===== src/rtl/text_field_overlay.sv =====
// Programmable text-field overlay: a table of positioned, coloured, scalable
// text fields mapped onto font-ROM addresses through a two-stage pixel pipeline.
module text_field_overlay #(
   parameter int NUM_FIELDS   = 16,
   parameter int MAX_CHARS    = 8,
   parameter int COLOR_W      = 4,
   parameter int BLINK_FRAMES = 30,
   localparam int FW  = (NUM_FIELDS > 1) ? $clog2(NUM_FIELDS) : 1,
   localparam int CIW = (MAX_CHARS > 1) ? $clog2(MAX_CHARS) : 1
) (
   input  logic               clk,
   input  logic               rst_n,
   input  logic               pixel_tick,
   input  logic [9:0]         pixelx,
   input  logic [9:0]         pixely,
   input  logic               frame_start,
   input  logic               cfg_we,
   input  logic [FW-1:0]      cfg_field,
   input  logic [9:0]         cfg_x,
   input  logic [9:0]         cfg_y,
   input  logic [4:0]         cfg_len,
   input  logic [COLOR_W-1:0] cfg_color,
   input  logic               cfg_scale,
   input  logic               cfg_blink,
   input  logic               cfg_en,
   input  logic               char_we,
   input  logic [FW-1:0]      char_field,
   input  logic [CIW-1:0]     char_idx,
   input  logic [6:0]         char_code,
   output logic [10:0]        rom_addr,
   output logic [2:0]         col_addr,
   output logic [COLOR_W-1:0] color_addr,
   output logic [1:0]         font_size,
   output logic               dp
);

   logic [9:0]         fx    [NUM_FIELDS];
   logic [9:0]         fy    [NUM_FIELDS];
   logic [4:0]         flen  [NUM_FIELDS];
   logic [COLOR_W-1:0] fcol  [NUM_FIELDS];
   logic               fsc   [NUM_FIELDS];
   logic               fblk  [NUM_FIELDS];
   logic               fen   [NUM_FIELDS];
   logic [6:0]         chars [NUM_FIELDS][MAX_CHARS];

   logic [7:0]         blink_cnt;
   logic               blink_phase;

   logic [NUM_FIELDS-1:0] hit;
   logic [FW-1:0]      win;
   logic               any_hit;
   logic [9:0]         dx;
   logic [9:0]         dy;
   logic               s;

   logic               s1_hit;
   logic [FW-1:0]      s1_win;
   logic [CIW-1:0]     s1_ci;
   logic [2:0]         s1_col;
   logic [3:0]         s1_row;
   logic [COLOR_W-1:0] s1_color;
   logic               s1_scale;
   logic               s1_blank;
   logic [6:0]         code;

   logic [4:0]         len_clamped;

   assign len_clamped = (cfg_len > 5'(MAX_CHARS)) ? 5'(MAX_CHARS) : cfg_len;

   always_ff @(posedge clk or negedge rst_n) begin
      if (!rst_n) begin
         for (int i = 0; i < NUM_FIELDS; i++) begin
            fx[i]   <= '0;
            fy[i]   <= '0;
            flen[i] <= '0;
            fcol[i] <= '0;
            fsc[i]  <= 1'b0;
            fblk[i] <= 1'b0;
            fen[i]  <= 1'b0;
         end
      end else if (cfg_we) begin
         fx[cfg_field]   <= cfg_x;
         fy[cfg_field]   <= cfg_y;
         flen[cfg_field] <= len_clamped;
         fcol[cfg_field] <= cfg_color;
         fsc[cfg_field]  <= cfg_scale;
         fblk[cfg_field] <= cfg_blink;
         fen[cfg_field]  <= cfg_en;
      end
   end

   always_ff @(posedge clk or negedge rst_n) begin
      if (!rst_n) begin
         for (int i = 0; i < NUM_FIELDS; i++)
            for (int j = 0; j < MAX_CHARS; j++)
               chars[i][j] <= 7'h00;
      end else if (char_we) begin
         chars[char_field][char_idx] <= char_code;
      end
   end

   always_ff @(posedge clk or negedge rst_n) begin
      if (!rst_n) begin
         blink_cnt   <= '0;
         blink_phase <= 1'b0;
      end else if (frame_start) begin
         if (blink_cnt == 8'(BLINK_FRAMES - 1)) begin
            blink_cnt   <= '0;
            blink_phase <= ~blink_phase;
         end else begin
            blink_cnt <= blink_cnt + 8'd1;
         end
      end
   end

   // 11-bit right edges so fields running past 1023 clip instead of wrapping
   always_comb begin
      hit = '0;
      for (int i = 0; i < NUM_FIELDS; i++) begin
         hit[i] = fen[i] && (flen[i] != 5'd0)
            && ({1'b0, pixelx} >= {1'b0, fx[i]})
            && ({1'b0, pixelx} <
                ({1'b0, fx[i]} + (11'(flen[i]) << (3 + 32'(fsc[i])))))
            && ({1'b0, pixely} >= {1'b0, fy[i]})
            && ({1'b0, pixely} <
                ({1'b0, fy[i]} + (11'd16 << fsc[i])));
      end
   end

   always_comb begin
      win = '0;
      for (int i = NUM_FIELDS - 1; i >= 0; i--)
         if (hit[i]) win = FW'(i);
   end

   assign any_hit = |hit;
   assign s  = fsc[win];
   assign dx = pixelx - fx[win];
   assign dy = pixely - fy[win];

   always_ff @(posedge clk or negedge rst_n) begin
      if (!rst_n) begin
         s1_hit   <= 1'b0;
         s1_win   <= '0;
         s1_ci    <= '0;
         s1_col   <= '0;
         s1_row   <= '0;
         s1_color <= '0;
         s1_scale <= 1'b0;
         s1_blank <= 1'b0;
      end else if (pixel_tick) begin
         s1_hit   <= any_hit;
         s1_win   <= win;
         s1_ci    <= CIW'(dx >> (3 + 32'(s)));
         s1_col   <= 3'(dx >> s);
         s1_row   <= 4'(dy >> s);
         s1_color <= fcol[win];
         s1_scale <= s;
         s1_blank <= fblk[win] & blink_phase;
      end
   end

   assign code = chars[s1_win][s1_ci];

   always_ff @(posedge clk or negedge rst_n) begin
      if (!rst_n) begin
         rom_addr   <= '0;
         col_addr   <= '0;
         color_addr <= '0;
         font_size  <= 2'd1;
         dp         <= 1'b0;
      end else if (pixel_tick) begin
         if (s1_hit) begin
            rom_addr   <= {code, s1_row};
            col_addr   <= s1_col;
            color_addr <= s1_color;
            font_size  <= s1_scale ? 2'd2 : 2'd1;
            dp         <= ~s1_blank;
         end else begin
            rom_addr   <= '0;
            col_addr   <= '0;
            color_addr <= '0;
            font_size  <= 2'd1;
            dp         <= 1'b0;
         end
      end
   end

endmodule


===== config.mk =====
export PLATFORM = sky130hd
export DESIGN_NAME = text_field_overlay
export DESIGN_NICKNAME = d
export VERILOG_FILES = /design/src/rtl/text_field_overlay.sv
export SDC_FILE = /design/constraint.sdc
export NUM_CORES = 2
export LEC_CHECK = 0
export ABC_AREA = 1
export CAP_MARGIN = 20
export CORE_ASPECT_RATIO = 1.25
export CORE_MARGIN = 1
export CORE_UTILIZATION = 25
export CTS_CLUSTER_DIAMETER = 40
export DETAILED_ROUTE_END_ITERATION = 16
export SLEW_MARGIN = 10
export SYNTH_ARGS = -nofsm -noshare
export SYNTH_HDL_FRONTEND = slang
export SYNTH_SLANG_ARGS = --single-unit

===== constraint.sdc =====
create_clock -name clk -period 7.6 [get_ports clk]
set_input_delay 1.14 -clock clk [delete_from_list [all_inputs] [get_ports clk]]
set_output_delay 1.14 -clock clk [all_outputs]
set_load 0.05 [all_outputs]

### After elaboration in Yosys (flattened, before gate mapping)

Cells that the tools add are included.
W data, S select, Z words.

| word-level totals | value |
|---|---|
| word-level logic and storage cells | 592 |
| output and inout port bits | 21 |
| flip-flop bits (word level) | 1459 |
| input bits | 76 |

| cells by class | value |
|---|---|
| add/sub/neg operators | 52 |
| bitwise gates (word level) | 9 |
| reduce and logical (&&, ||, !) cells | 101 |
| $lt $le $gt $ge | 74 |
| shift operators | 35 |
| equality and inequality tests | 1 |
| multiplexer cells | 65 |

Operators by type and width:

| cell | number |
|---|---|
| $bwmux W896 | 1 |
| $add A10 B11 Y11 | 32 |
| $lt A10 B11 Y1 | 32 |
| $bwmux W160 | 2 |
| $ge A10 B10 Y1 | 32 |
| $bmux W56 S4 | 1 |
| $demux W56 S4 | 1 |
| $shl A5 B1 Y11 const A | 16 |
| $shl A5 B3 Y11 | 16 |
| $mux W56 | 3 |
| $logic_and A1 B1 Y1 | 83 |
| $bmux W10 S4 | 2 |
| $bwmux W80 | 1 |
| $mux W4 | 20 |
| $reduce_bool A5 Y1 | 16 |
| $bwmux W64 | 1 |
| $add A2 B1 Y3 const A | 17 |
| $mux W10 | 5 |
| $bwmux W16 | 3 |
| $demux W10 S4 | 1 |
| $bmux W7 S3 | 1 |
| $demux W7 S3 | 1 |
| $mux W7 | 3 |
| $demux W5 S4 | 1 |
| other kinds (27) | 46 |

### Logic depth before layout (Yosys ltp)

| depth | value |
|---|---|
| depth after elaboration | 29 |
| depth in mapped cells | 56 |
| depth with buffers taken out | 53 |

### Least setup slack after synthesis

OpenSTA, ideal clock, no wires.

| timing path | value |
|---|---|
| path kind | reg-to-reg |
| start | reg fsc[1] (netlist name) |
| end | reg s1_ci[2] |
| cell stages (with the launch flop) | 53 |
| clock period less this slack | 5.770 ns |
| data arrival time | 5.654 ns |
| required time | 7.484 ns |
| buffers on the path | 3 |
| library setup time | 0.116 ns |
| setup slack | 1.830 ns |
| path through | dfrtp_1 > clkbuf_1 > inv_1 > nand2_1 > o21ai_0 > ha_1 > inv_1 > o21bai_1 > a21oi_1 > o21ai_0 > nand2_1 > nand2_1 > a21oi_1 > xor2_1 > ha_1 > nand2_1 > nand2_1 > nand2_1 > (+17 left out) > buf_2 > a21oi_1 > o21ai_0 > nand3_1 > nand3_1 > nand2_1 > inv_1 > ha_1 > fa_1 > o21ai_0 > a21oi_1 > o21bai_1 > xnor2_1 > inv_1 > nand3_1 > nand3_1 > nand2_1 > nand2_1 |

| between the ends | value |
|---|---|
| cells in the longest elaborated chain, start to end | 28 |
| elaborated cells between the ends (all ways) | 35 |
| classes of those cells | add/sub: 5; order compare: 2; shift: 3; mux: 21; bitwise: 1; reduce/logical: 3 |

Ends and longest elaborated chain:

| item | RTL line | source |
|---|---|---|
| start: declaration | 41 | `logic fsc [NUM_FIELDS];` |
| start signal: indexed assignment | 86 | `fsc[cfg_field] <= cfg_scale;` |
| $add A2 B1 Y3 | 123 | `({1'b0, fx[i]} + (11'(flen[i]) << (3 + 32'(fsc[i])))))` |
| $shl A5 B3 Y11 | 123 |  |
| $add A10 B11 Y11 | 123 |  |
| $lt A10 B11 Y1 | 122 | `&& ({1'b0, pixelx} <` |
| $logic_and A1 B1 Y1 | 122 |  |
| $logic_and A1 B1 Y1 | 124 | `&& ({1'b0, pixely} >= {1'b0, fy[i]})` |
| $logic_and A1 B1 Y1 | 125 | `&& ({1'b0, pixely} <` |
| $mux W4 (15 in series) | 133 | `if (hit[i]) win = FW'(i);` |
| $not A4 Y5 (implied by the code) | 137, 138 |  |
| $bmux W10 S4 or $bmux W1 S4 (tied branches) | 138, 137 |  |
| $mux W10 (implied by the code) or $mux W1 (tied branches) (2 in series) | 138, 137 |  |
| $sub A10 B10 Y10 or $add A2 B1 Y3 (tied branches) | 138, 154 |  |
| $shr A10 B3 Y3 (*) | 154 | `s1_ci <= CIW'(dx >> (3 + 32'(s)));` |
| end signal: assignment | 154 |  |
| end: declaration | 58 | `logic [CIW-1:0] s1_ci;` |

Every way passes the cells marked *; elsewhere a longest branch is shown, timed or not. The select of a mux whose other input is x is not followed.
A chain may end at the register's enable or synchronous reset.

### Worst setup path after layout

| timing path | value |
|---|---|
| start | reg fsc[2] (netlist name) |
| end | reg s1_ci[2] |

| between the ends | value |
|---|---|
| cells in the longest elaborated chain, start to end | 27 |
| elaborated cells between the ends (all ways) | 34 |
| classes of those cells | add/sub: 5; order compare: 2; shift: 3; mux: 20; bitwise: 1; reduce/logical: 3 |

Ends and longest elaborated chain:

| item | RTL line |
|---|---|
| $add A2 B1 Y3 | 123 |
| $shl A5 B3 Y11 | 123 |
| $add A10 B11 Y11 | 123 |
| $lt A10 B11 Y1 | 122 |
| $logic_and A1 B1 Y1 | 122 |
| $logic_and A1 B1 Y1 | 124 |
| $logic_and A1 B1 Y1 | 125 |
| $mux W4 (14 in series) | 133 |
| $not A4 Y5 (implied by the code) | 137, 138 |
| $bmux W10 S4 or $bmux W1 S4 (tied branches) | 138, 137 |
| $mux W10 (implied by the code) or $mux W1 (tied branches) (2 in series) | 138, 137 |
| $sub A10 B10 Y10 or $add A2 B1 Y3 (tied branches) | 138, 154 |
| $shr A10 B3 Y3 (*) | 154 |

Marked as above.

==> run_results.csv <==
group,metric,value,unit
setup_path,worstSetupStartpointType,"flip-flop",
place,numPortBuffers,96,
layout,fin_cells,15355,
route,ant_nets,0,
clock_network,cts.clk_slew.worst_paths,0.05,ns
route,met1Wirelength,121000,um
layout,final_nets,11541,
place,hpwl,198000,um
route,vias,75236,
layout,multi_input_area,43900,um^2
yosys,yosysSeqAreaShare,42.8,%
yosys,synth_top_cell_by_area,"dfrtp_1",
layout,drive_above_1_share,7.08,%
power,p_int,22.6,mW
timing,fin_ws,0.605,ns
setup_path,r2r_cells,48,
setup_path,rr_endpoint,"s1_ci[2]",
yosys,synth_xor_xnor_area_share,2.05,%
yosys,synth_top_family_by_area,"compound AO/OA/AOI/OAI gates",
global_route,grt_pass1_wl,449000,um
setup_path,crit_path_start,"fsc[2]",
timing,tightest_slew,1.29,ns
yosys,yosysWarnings,0,
yosys,synth_seq_cells,1459,
worst_hold_path,holdCritPathClass,"input port to asynchronous set/reset pin",
layout,n_fill_cell,35833,
clock_network,postCtsSetupBuffers,0,
yosys,synthMuxAreaShare,0,%
global_route,grt_overflow,0,
global_route,grt_pass1_vias,72517,
power,power,37.8,mW
setup_path,slowest_stage,"dfrtp_2",
route,drc,0,
clock_network,clockRootBuffer,"clkbuf_16",
route,wirelength,294000,um
power,p_clk_share,35.0,%
power,seqPwrFrac,26.5,%
route,met2_length,140000,um
floorplanning,start_util,25.1,%
clock_network,insertion_delay,0.85,ns
yosys,yosysTopAreaCellShare,42.8,%
power,switchingPower,15.2,mW
timing,setup-tns-final,0,ns
yosys,synthTopCellsByArea,"dfrtp_1 43%, o21ai_0 13%, ha_1 11%",
route,vias_per_cell,4.90,
yosys,synthSimpleGateAreaFrac,16.5,%
setup_path,rr_startpoint,"fsc[2]",
yosys,synth_compound_area_share,20.3,%
clock_network,htree_num_levels,5,
global_route,grt_max_degree,152,
place,place_inst,14829,
floorplanning,die_x,525,um
timing,rsz0062_at_grt,"false",
timing,hold_ws,0.294,ns
route,drt_first_pass_iters,6,
yosys,syn_area_per_cell,8.01,um^2
power,p_per_area,372,nW/um^2
clock_network,cts_hold_buf,0,
timing,final_max_slew_viol_count,0,
route,routed-wl-met3,17100,um
floorplanning,dieHeight,655,um
clock_network,cts_buffers,292,
clock_network,clock-sinks,1459,
clock_network,clockBufferDepth,4,
route,post_drt_wl_per_cell,19.2,um
yosys,synth_commonest_cells,"2289 x nand2_1, 2180 x o21ai_0, 1458 x dfrtp_1",
place,place.gp.congestion,0.911,
floorplanning,die_area,344000,um^2
yosys,syn_inst,10657,
setup_path,crit_type,"flip-flop to flip-flop",
power,ir_worst_vdd,278,uV
setup_path,endpoint,"s1_ci[2]",
timing,relSlewSlack,14.2,%
route,dr.first_iter.drc_count,6194,
layout,design_area,102000,um^2
layout,ff_latch_area,36500,um^2
floorplanning,core_area,339000,um^2
yosys,synth.distinct_cells,62,
timing,min_period,7.00,ns
setup_path,r2r_slack,0.60,ns
timing,finalHoldViolations,0,
timing,max_freq,143,MHz
power,switching_share,40.2,%
global_route,grt_usage,16.8,%
yosys,yosys.area_share.adder,12.0,%
yosys,synthFlopType,"dfrtp_1",
floorplanning,rows,239,
layout,post-route-util,29.9,%
yosys,synth_most_common_cell,"nand2_1",
clock_network,cts_tree,"done",
setup_path,required,8.26,ns
yosys,synth_edf_count,0,
route,topRoutingLayerUsed,"met5",
timing,fin_skew,0.114,ns
floorplanning,ioPinCount,97,
place,placed_area,91500,um^2
yosys,netlist_area,85300,um^2
layout,areaGrowthSynthToFinish,19.0,%
setup_path,cp.arrival,7.65,ns
yosys,postSynth.asyncResetShare,100,%
run,drv_cap,0,
setup_path,critPathCaptureType,"flip-flop",
outcome,status,"finished clean",
setup_path,slowest_delay,0.53,ns
timing,period_share,92.0,%
setup_path,path_max_fanout,55,
global_route,antenna_found_initial,16,
place,dp_slack,0.260,ns
timing,setup_viol,0,
setup_path,cp_common_cell,"nand2_1",
power,pwr-share-comb,38.5,%
power,leakagePower,46.8,nW
## state kept, by name, summed over array words and instances, names as in the netlist, 2 cells and up
signal,count
blink_cnt,8
chars,896
col_addr,3
color_addr,4
fblk,16
fcol,64
fen,16
flen,80
font_size,2
fsc,16
fx,160
fy,160
rom_addr,11
s1_ci,3
s1_col,3
s1_color,4
s1_row,4
s1_win,4
## worst min-delay path by stage
stage	depth (start not counted)	endpoint	startpoint	slack (ns)
4_1_cts	1	chars[750]	rst_n	0.28
6_report	1	chars[867]	rst_n	0.29
5_1_grt	1	chars[750]	rst_n	0.32
3_3_place_gp	1	dp	s1_blank	0.45
3_5_place_dp	1	blink_cnt[7]	blink_cnt[7]	0.46
2_1_floorplan	1	font_size[0]	s1_scale	0.41
## power groups by stage
stage                     combinational (mW)  sequential (mW)  clock, mW
after global placement                  14.2             10.1          0
after CTS                               14.5             9.99       13.4
after global routing                    16.3             10.1       13.8
after detailed placement                14.4             10.1          0
after floorplan                         9.98             9.67          0
final                                   14.6             10.0       13.2
## cell families after synthesis
group | after synthesis
other | 2
adders and majority gates | 798
AOI/OAI and AO/OA | 3211
xor gates and xnor gates | 200
DFF | 1459
buffers and inverters | 1411
and+or+nand+nor | 3576
## worst max-delay path: cells and delay by family, from the launching register on
family | cells | cell delay [ns]
and+or+nand+nor | 26 | 2.16
AOI/OAI and AO/OA | 11 | 2.02
xor gates and xnor gates | 2 | 0.31
buffers and inverters | 5 | 0.53
adders and majority gates | 4 | 1.25
DFF | 1 | 0.53
## placed cells by master, fill, tap and decap left out, types with 52 or more instances in the layout
cell and count:
nor2_1 860, o211ai_1 74, o22ai_1 278, xor2_1 131, o21bai_1 52, conb_1 80
ha_1 764, buf_4 153, clkdlybuf4s50_1 68, dfrtp_1 1451, nand2_1 2286, o21ai_0 2180
inv_1 739, nand3_1 293, xnor2_1 69, a21oi_1 406, clkbuf_16 293
## final cells by class
type	instances	area share (%)
Multi-Input combinational cell	7865	43.2
Sequential cell	1459	36.0
Clock buffer	367	7.85
Tap cell	4458	5.49
Inverter	771	2.88
Timing Repair Buffer	278	2.54
Clock inverter	151	2.06
Antenna cell	6	0.0148
## layer usage
layer	vias to the layer above	track usage [%]
li1	35971	-
met1	36087	20.1
met2	2419	28.7
met3	751	2.73
met4	8	8.96
met5	-	0
## what timing repair did
item,CTS,global route
hold endpoints to repair,0,0
setup endpoints to repair,0,2
resized for setup,0,6
Note: power is estimated with default switching activity, not from simulation.
